[config.mk]
export PLATFORM = sky130hd
export DESIGN_NAME = r_i_seq_ctrl
export DESIGN_NICKNAME = d
export VERILOG_FILES = /design/src/rtl/r_i_pkg.sv /design/src/rtl/r_i_op_decode.sv /design/src/rtl/r_i_seq_ctrl.sv
export SDC_FILE = /design/constraint.sdc
export NUM_CORES = 1
export LEC_CHECK = 0
export ABC_AREA = 1
export CELL_PAD_IN_SITES_DETAIL_PLACEMENT = 0
export CELL_PAD_IN_SITES_GLOBAL_PLACEMENT = 2
export CORE_ASPECT_RATIO = 2
export CORE_UTILIZATION = 26
export DETAILED_ROUTE_END_ITERATION = 8
export PLACE_DENSITY = 0.94
export SYNTH_ARGS = -nofsm -noshare
export SYNTH_HDL_FRONTEND = slang
export SYNTH_SLANG_ARGS = --single-unit
[constraint.sdc]
create_clock -name clka -period 3.7 [get_ports clka]
set_input_delay 1.11 -clock clka [delete_from_list [all_inputs] [get_ports clka]]
set_output_delay 1.11 -clock clka [all_outputs]
set_load 0.05 [all_outputs]
[src/rtl/r_i_pkg.sv]
// Shared encodings for the R/I-type sequencer: FSM states, opcode/funct values,
// ALU operation codes and the fixed cycles-per-instruction.
package r_i_pkg;

  typedef enum logic [2:0] {
    S_IDLE   = 3'b000,
    S_FETCH  = 3'b001,
    S_DECODE = 3'b010,
    S_EXEC   = 3'b011,
    S_WB     = 3'b100,
    S_HALT   = 3'b101
  } state_e;

  localparam logic [5:0] OP_RTYPE = 6'b000000;
  localparam logic [5:0] OP_ADDI  = 6'b001000;
  localparam logic [5:0] OP_SLTI  = 6'b001010;
  localparam logic [5:0] OP_ANDI  = 6'b001100;
  localparam logic [5:0] OP_ORI   = 6'b001101;
  localparam logic [5:0] OP_XORI  = 6'b001110;

  localparam logic [5:0] FN_ADD = 6'b100000;
  localparam logic [5:0] FN_SUB = 6'b100010;
  localparam logic [5:0] FN_AND = 6'b100100;
  localparam logic [5:0] FN_OR  = 6'b100101;
  localparam logic [5:0] FN_XOR = 6'b100110;
  localparam logic [5:0] FN_NOR = 6'b100111;
  localparam logic [5:0] FN_SLT = 6'b101010;

  localparam logic [2:0] ALU_AND = 3'b000;
  localparam logic [2:0] ALU_OR  = 3'b001;
  localparam logic [2:0] ALU_ADD = 3'b010;
  localparam logic [2:0] ALU_XOR = 3'b011;
  localparam logic [2:0] ALU_NOR = 3'b100;
  localparam logic [2:0] ALU_SUB = 3'b110;
  localparam logic [2:0] ALU_SLT = 3'b111;

  localparam int CPI = 4;

endpackage

[src/rtl/r_i_op_decode.sv]
// Combinational opcode/funct decoder: ALU control, operand/immediate selects,
// destination select, legality and whether the op can raise an overflow trap.
module r_i_op_decode
  import r_i_pkg::*;
(
  input  logic [5:0] opcode,
  input  logic [5:0] funct,
  output logic [2:0] alu_op,
  output logic       alu_bsel,
  output logic       imm_sext,
  output logic       rf_wsel,
  output logic       legal,
  output logic       ovf_chk
);

  always_comb begin
    alu_op   = ALU_ADD;
    alu_bsel = 1'b0;
    imm_sext = 1'b0;
    rf_wsel  = 1'b0;
    legal    = 1'b0;
    ovf_chk  = 1'b0;
    if (opcode == OP_RTYPE) begin
      legal = 1'b1;
      case (funct)
        FN_ADD:  begin alu_op = ALU_ADD; ovf_chk = 1'b1; end
        FN_SUB:  begin alu_op = ALU_SUB; ovf_chk = 1'b1; end
        FN_AND:  alu_op = ALU_AND;
        FN_OR:   alu_op = ALU_OR;
        FN_XOR:  alu_op = ALU_XOR;
        FN_NOR:  alu_op = ALU_NOR;
        FN_SLT:  alu_op = ALU_SLT;
        default: legal = 1'b0;
      endcase
    end else begin
      legal    = 1'b1;
      alu_bsel = 1'b1;
      rf_wsel  = 1'b1;
      case (opcode)
        OP_ADDI: begin alu_op = ALU_ADD; imm_sext = 1'b1; ovf_chk = 1'b1; end
        OP_SLTI: begin alu_op = ALU_SLT; imm_sext = 1'b1; end
        OP_ANDI: alu_op = ALU_AND;
        OP_ORI:  alu_op = ALU_OR;
        OP_XORI: alu_op = ALU_XOR;
        default: begin legal = 1'b0; alu_bsel = 1'b0; rf_wsel = 1'b0; end
      endcase
    end
  end

endmodule

[src/rtl/r_i_seq_ctrl.sv]
// Multi-cycle R/I-type control sequencer (FETCH/DECODE/EXEC/WB) with sticky illegal
// and retired-instruction count. Optional OVERFLOW_TRAP_EN halts on ADD/SUB/ADDI overflow.
module r_i_seq_ctrl
  import r_i_pkg::*;
(
  input  logic        clka,
  input  logic        rsta,
  input  logic        run,
  input  logic [31:0] inst,
  input  logic        ofa,
  input  logic        zfa,
  output logic        pc_we,
  output logic        ir_we,
  output logic [2:0]  alu_op,
  output logic        alu_bsel,
  output logic        imm_sext,
  output logic        rf_wsel,
  output logic        rf_we,
  output logic        flag_we,
  output logic [2:0]  state,
  output logic        illegal,
  output logic [15:0] instret
);

  state_e     st;
  logic [5:0] opc_q, fn_q, d_opc, d_fn;
  logic [2:0] d_alu_op;
  logic       d_bsel, d_sext, d_wsel, d_legal, d_ovf;
  logic       trap, trap_q, unused;

  // DECODE sees the live instruction; later states use the latched copy.
  assign d_opc = (st == S_DECODE) ? inst[31:26] : opc_q;
  assign d_fn  = (st == S_DECODE) ? inst[5:0]   : fn_q;
  assign state = st;

  r_i_op_decode u_dec (
    .opcode   (d_opc),
    .funct    (d_fn),
    .alu_op   (d_alu_op),
    .alu_bsel (d_bsel),
    .imm_sext (d_sext),
    .rf_wsel  (d_wsel),
    .legal    (d_legal),
    .ovf_chk  (d_ovf)
  );

`ifdef OVERFLOW_TRAP_EN
  assign trap   = d_ovf & ofa;
  assign unused = ^{zfa, inst[25:6]};
`else
  assign trap   = 1'b0;
  assign unused = ^{zfa, ofa, d_ovf, inst[25:6]};
`endif

  always_ff @(posedge clka) begin
    if (rsta) begin
      st       <= S_IDLE;
      opc_q    <= '0;
      fn_q     <= '0;
      trap_q   <= 1'b0;
      pc_we    <= 1'b0;
      ir_we    <= 1'b0;
      alu_op   <= ALU_ADD;
      alu_bsel <= 1'b0;
      imm_sext <= 1'b0;
      rf_wsel  <= 1'b0;
      rf_we    <= 1'b0;
      flag_we  <= 1'b0;
      illegal  <= 1'b0;
      instret  <= '0;
    end else begin
      case (st)
        S_IDLE: if (run) begin
          st    <= S_FETCH;
          ir_we <= 1'b1;
          pc_we <= 1'b1;
        end
        S_FETCH: begin
          ir_we <= 1'b0;
          pc_we <= 1'b0;
          st    <= run ? S_DECODE : S_IDLE;
        end
        S_DECODE: begin
          opc_q <= inst[31:26];
          fn_q  <= inst[5:0];
          if (d_legal) begin
            st       <= S_EXEC;
            alu_op   <= d_alu_op;
            alu_bsel <= d_bsel;
            imm_sext <= d_sext;
            rf_wsel  <= d_wsel;
            flag_we  <= 1'b1;
          end else begin
            st      <= S_HALT;
            illegal <= 1'b1;
          end
        end
        S_EXEC: begin
          st      <= S_WB;
          flag_we <= 1'b0;
          trap_q  <= trap;
          rf_we   <= ~trap;
        end
        S_WB: begin
          rf_we    <= 1'b0;
          alu_op   <= ALU_ADD;
          alu_bsel <= 1'b0;
          imm_sext <= 1'b0;
          rf_wsel  <= 1'b0;
          trap_q   <= 1'b0;
          if (trap_q) begin
            st      <= S_HALT;
            illegal <= 1'b1;
          end else begin
            // Fetch strobes only fire if run is still up; a stopping core
            // passes through FETCH without loading a new instruction.
            st      <= S_FETCH;
            instret <= instret + 16'd1;
            ir_we   <= run;
            pc_we   <= run;
          end
        end
        default: begin
          st      <= S_HALT;
          pc_we   <= 1'b0;
          ir_we   <= 1'b0;
          rf_we   <= 1'b0;
          flag_we <= 1'b0;
          alu_op  <= ALU_ADD;
        end
      endcase
    end
  end

endmodule

==> summary.md, run 1 <==
| Metric | Value |
|---|---|
| Yosys cell types | 33 |
| Post-layout min period | 2.75 ns |
| Slew at the pin with the worst max-slew slack | 0.519 ns |
| Startpoint types | flip-flop |
| Tightest Hold Check Type | reg2reg |
| Post-DR wirelength/cell | 11.4 µm |
| F_max | 0.363 GHz |
| Worst Setup SP | state[1] |
| Status | finished, final reports clean |
| Pin count of the biggest net entering global routing | 30 |
| Mapped Cells | 270 |
| TritonCTS clock tree | built |
| Worst-path clk slew | 0.06 ns |
| CP Data Required Time | 2.59 ns |
| Synthesis Warnings | 0 |
| Final period utilization | 0.744 |
| Die height | 126 µm |
| Hold-fix buffers, CTS | 0 |
| Clock sinks | 40 |
| Site Rows | 44 |
| Max_cap viols | 0 |
| Setup crit end kind | output port |
| Leading cell types in the layout, fill and taps excluded | clkdlybuf4s50_1, nand2_1, dfxtp_1, inv_1, nor2_1 |
| CP endpoint | state[1] |
| CP Data Arrival Time | 1.64 ns |
| CP max stage cell | clkdlybuf4s50_1 |
| Share of cells above drive strength 1 | 0.156 |
| Number of stages on the worst setup path | 1 |
| Via count | 1,801 |
| Setup Fix Bufs, Post-CTS | 0 |
| Crit path max-delay family | buffers and inverters |
| Grt ovf | 0 |
| CP bufs+invs | 1 |
| Antenna Nets Post-Route | 0 |
| Fin. max-slew vios | 0 |
| Top cell type's share of synthesized area | 0.402 |
| Worst Reg-to-Reg Cells | 12 |
| Yosys reg bits | 40 |
| Net Count, Synth | 308 |
| Rel. slew slack | 0.653 |
| Antenna violations before repair | 0 |
| Endpoints failing setup | 0 |
| Io pins | 67 |
| Crit Reg-Reg Endpoint | alu_op[2] |
| Syn Area/Cell | 7.38 µm² |
| Clock Skews | 0.00435 ns |
| Iter 0 DRT Violations | 43 |
| CTS max path bufs | 2 |
| Drt drc | 0 |
| NumNets Final | 351 |
| Final hold violations | 0 |
| Lkg Pwr | 1.10 nW |
| Via/cell ratio | 4.44 |
| Detailed Route WL | 4630 µm |
| Hold_sp | illegal |
| Peak supply drop | 216 µV |
| Global-route wire length before repair | 8050 µm |
| Setup_tns | 0 ns |
| R2r setup slk | 1.46 ns |
| Die W | 63.9 µm |
| Crit path cell chain | clkdlybuf4s50_1 |
| Critical path peak fanout | 7 |
| Core ar. | 7320 µm² |
| Root Driver | clkbuf_16 |
| Starting Density | 0.272 |
| Tot GR Track Use | 0.130 |
| DP HPWL | 3510 µm |
| Synthesized area | 1990 µm² |
| Crit path kind | reg2out |
| Top cell type by total area after synthesis | dfxtp_1 |
| CTS resizes | 0 |
| Gpl congestion | 0.776 |
| Die area | 8040 µm² |
| CTS buffer count | 5 |
| PortBufs | 44 |
| Fin util | 0.363 |
| Clk_lat worst skew | 0.29 ns |
| H-tree depth | 2 |
| RSZ-0062 raised after global routing | false |
| Seq/Total Area, Yosys | 0.402 |
| Largest cells by area after synthesis | dfxtp_1, nand2_1, inv_1 |
| 1st-pass router iterations | 4 |
| Critical R2R Launch | state[1] |
| Commonest non-fill, non-tap cell in the layout | clkdlybuf4s50_1 |
| Crit-path max cell delay | 0.87 ns |
| Pwr dens | 408 nW/µm² |
| Vias in the first global route | 1,754 |
| Area grow syn2layout | 33.5% |
| ANT cells | 0 |
==> cell families (layout without fill, tap and decap cells) <==
logic type,count (synthesis),in the layout,share of synthesized area
buf+inv,48,92,0.106
compound gates,49,49,0.147
fa+ha+maj,1,1,0.00628
simple gates,130,130,0.330
flops,40,40,0.402
xor+xnor,2,2,0.00880
==> cells in the mapped netlist, drive strengths merged <==
cell and n:
nand2 57, dfxtp 40, inv 39, nor2 35, nand3 24, a21oi 21, o21ai 18, nor3 7
nand4 6, buf 5, clkbuf 4, o21a 4, o211ai 2, xor2 2, a31oi 1, ha 1
nor4b 1, o211a 1, o21ba 1, o21bai 1
==> per-layer routing <==
layer  up-vias  GRT usage  wire (µm)
met5         -          0          0
met4         0     0.0722        120
met3         6     0.0290        170
met2        32      0.233       2550
met1       808      0.134       1790
li1        955          -          -
==> worst min-delay path by stage <==
stage | endpoint | cells past startpoint | slack, ns
floorplan | fn_q[3] | 2 | 0.45
global placement | illegal | 2 | 0.45
detailed placement | illegal | 2 | 0.45
CTS | illegal | 2 | 0.47
global route | illegal | 2 | 0.48
finish | illegal | 2 | 0.47
==> per-stage QoR <==
stage	hold slack [ns]	power [mW]	worst slack (ns)	instances	cell area, µm²
5_1_grt	0.478	1.13	0.879	406	2660
4_1_cts	0.466	1.10	0.937	406	2660
3_5_place_dp	0.453	0.601	0.898	398	2490
2_1_floorplan	0.451	0.558	1.55	270	1990
6_report	0.469	1.09	0.947	406	2660
3_3_place_gp	0.453	0.600	0.941	398	2490
==> flip-flops by register name, indices dropped and copies added (netlist names), 3 cells and up <==
| signal | count |
|---|---|
| state | 3 |
| opc_q | 6 |
| instret | 16 |
| alu_op | 3 |
| fn_q | 6 |
==> cell type report <==
class / instances / area (µm²)
Timing Repair Buffer: 45 / 448
Sequential cell: 40 / 801
Inverter: 39 / 146
Clock buffer: 5 / 125
Tap cell: 92 / 115
Clock inverter: 3 / 42.5
Fill cell: 780 / 4660
Multi-Input combinational cell: 182 / 981
==> power by group <==
part	switching [mW]	total (mW)	internal, mW
Combinational	0.0901	0.142	0.0515
Sequential	0.00675	0.447	0.441
Clock	0.179	0.496	0.317
(Power assumes the default switching activity.)
==> run 2: changes to the inputs <==
--- a/config.mk
+++ b/config.mk
@@ -9,9 +9,9 @@
 export CELL_PAD_IN_SITES_DETAIL_PLACEMENT = 0
 export CELL_PAD_IN_SITES_GLOBAL_PLACEMENT = 2
 export CORE_ASPECT_RATIO = 2
-export CORE_UTILIZATION = 26
+export CORE_UTILIZATION = 24
 export DETAILED_ROUTE_END_ITERATION = 8
-export PLACE_DENSITY = 0.94
+export PLACE_DENSITY = 0.88
 export SYNTH_ARGS = -nofsm -noshare
 export SYNTH_HDL_FRONTEND = slang
 export SYNTH_SLANG_ARGS = --single-unit
==> constraint.sdc (replaced) <==
create_clock -name clka -period 2.8 [get_ports clka]
set_input_delay 0.84 -clock clka [delete_from_list [all_inputs] [get_ports clka]]
set_output_delay 0.84 -clock clka [all_outputs]
set_load 0.05 [all_outputs]
==> run 2 against run 1 <==
  * First-iteration DRC count is the same
  * Final cell count rose by 1.5%
  * Global-route usage fell by 0.57 points
  * Worst setup slack got worse by 0.62 ns
  * Combinational power increased by 34%
  * Critical path depth stayed put
  * Clock power rose by 16%
  * Hold slack worse by 0.018 ns
  * Critical path type unchanged
  * Largest power group is now registers
  * Highest routed layer unchanged
==> summary.md, run 2 (synthesized netlist as in run 1, its figures left out) <==
| Metric | Value |
|---|---|
| Setup_tns | 0 ns (unchanged) |
| Sw frac | 0.256 (+0.00133) |
| CTS buffer count | 5 (unchanged) |
| NumNets Final | 353 (+0.57%) |
| ANT cells | 0 (unchanged) |
| Placed Area | 2510 µm² (+0.80%) |
| Commonest non-fill, non-tap cell in the layout | clkdlybuf4s50_1 |
| Most flops, register | instret |
| Max_cap viols | 0 (unchanged) |
| Regs by FF count | instret: 16 flops, fn_q: 6 flops, opc_q: 6 flops |
| Root Driver | clkbuf_16 |
| Setup slack at placement | 0.272 ns (-0.627 ns) |
| Leading cell types in the layout, fill and taps excluded | clkdlybuf4s50_1, nand2_1, dfxtp_1, inv_1, nor2_1 |
| 1st-pass router iterations | 4 (unchanged) |
| Post-layout min period | 2.47 ns |
| Fin util | 0.332 (-0.0309) |
| Int Power | 1.01 mW (+25%) |
| Io pins | 67 (unchanged) |
| Endpoints failing setup | 0 (unchanged) |
| Iter 0 DRT Violations | 43 (unchanged) |
| CP bufs+invs | 1 (unchanged) |
| Clock sinks | 40 (unchanged) |
| Via/cell ratio | 4.42 (-0.25%) |
| Drt drc | 0 (unchanged) |
| F_max | 0.405 GHz |
| RSZ-0062 raised after global routing | false |
| Core ar. | 8000 µm² (+9.3%) |
| Via count | 1,823 (+1.2%) |
| Die height | 131 µm (+4.0%) |
| Post-Layout Cell Count | 412 (+1.5%) |
| Post-DR wirelength/cell | 11.6 µm (+1.8%) |
| Crit path kind | reg2out |
| Final hold violations | 0 (unchanged) |
| Setup crit end kind | output port |
| CP Data Arrival Time | 1.63 ns (about the same) |
| Seq pwr share | 0.437 (+0.025) |
| Final period utilization | 0.882 |
| Setup Fix Bufs, Post-CTS | 0 (unchanged) |
| Inst Count DP | 404 (+1.5%) |
| Clk_lat worst skew | 0.28 ns (about the same) |
| Die area | 8690 µm² (+8.1%) |
| CTS max path bufs | 2 (unchanged) |
| Detailed Route WL | 4780 µm (+3.3%) |
| Psw | 346 µW (+25%) |
| CTS resizes | 0 (unchanged) |
| Starting Density | 0.249 (-0.0231) |
| Antenna Nets Post-Route | 0 (unchanged) |
| Pwr dens | 509 nW/µm² (+25%) |
| Fin. max-slew vios | 0 (unchanged) |
| Tightest Hold Check Type | reg2reg |
| CP Data Required Time | 1.96 ns (-0.63 ns) |
| Power Total | 1.35 mW (+25%) |
| DP HPWL | 3700 µm (+5.3%) |
| Final WS setup | 0.330 ns (-0.617 ns) |
| Antenna violations before repair | 0 (unchanged) |
| Critical path peak fanout | 7 (unchanged) |
| H-tree depth | 2 (unchanged) |
| Crit path cell chain | clkdlybuf4s50_1 |
| Area grow syn2layout | 33.4% (about the same) |
| CP max stage cell | clkdlybuf4s50_1 |
| TritonCTS clock tree | built |
| Gpl congestion | 0.777 (+0.18%) |
| Tot GR Track Use | 0.124 (-0.00573) |
| Die W | 66.4 µm (+4.0%) |
| Crit-path max cell delay | 0.87 ns (about the same) |
| Grt ovf | 0 (unchanged) |
| Clock power share | 0.423 (-0.034) |
| Lkg Pwr | 1.10 nW (+0.14%) |
| Site Rows | 46 (+4.5%) |
| Hold WS | 0.450 ns (-0.0185 ns) |
| Pin count of the biggest net entering global routing | 22 (-27%) |
| Peak supply drop | 352 µV (+63%) |
| Hold-fix buffers, CTS | 0 (unchanged) |
| Share of cells above drive strength 1 | 0.155 (-0.000988) |
| Global-route wire length before repair | 8150 µm (+1.3%) |
| Slew at the pin with the worst max-slew slack | 0.540 ns (+0.0214 ns) |
| Combinational fraction of design power | 0.140 (+0.010) |
| Finished Cell Area | 2660 µm² (about the same) |
| Startpoint types | flip-flop |
| Rel. slew slack | 0.639 (-0.0143) |
| PortBufs | 44 (unchanged) |
| Status | finished, final reports clean |
| Crit path max-delay family | buffers and inverters |
| Clock Skews | 0.00170 ns (-0.00265 ns) |
| Worst-path clk slew | 0.06 ns (about the same) |
| Largest register FFs | 16 (unchanged) |
| Vias in the first global route | 1,875 (+6.9%) |
-- run 2: worst reg2reg max path, stage by stage (launching register included) --
cell and delay (ns):
dfxtp_1 0.46, inv_2 0.12, nand3_4 0.22, inv_1 0.21, nand2_1 0.15, nand2_1 0.09, nor2_1 0.18, nand2_1 0.10
nand3_1 0.10, nand2_2 0.07, nand3_2 0.11, nand2_2 0.08, nand2_1 0.07, nand3_1 0.06
-- run 2: area by class of cell --
type / count / area, µm²
inverters: 39 / 146
fillers: 874 / 5340
repair buffers: 47 / 463
flip-flops and latches: 40 / 801
multi-input cells: 182 / 981
clock buffers: 8 / 146
well taps: 96 / 120
-- run 2: power groups by stage --
stage	logic (mW)	clock network [mW]	registers (mW)
floorplan	0.110	0	0.627
global placement	0.192	0	0.603
detailed placement	0.192	0	0.604
CTS	0.194	0.595	0.591
global route	0.212	0.607	0.593
finish	0.190	0.573	0.591
-- run 2: final timing paths --
check | startpoint | endpoint | slack [ns] | cells past startpoint
min reg2reg | illegal | illegal | 0.45 | 2
max reg2reg | state[2] | alu_op[1] | 0.67 | 13
max | state[1] | state[1] | 0.33 | 1
min | illegal | illegal | 0.45 | 2
-- run 2: routing by layer --
layer	share of wire	GRT usage	wire length [µm]
met1	0.37	0.115	1770
met2	0.55	0.234	2640
met3	0.050	0.0330	237
met4	0.029	0.0726	139
met5	0	0	0
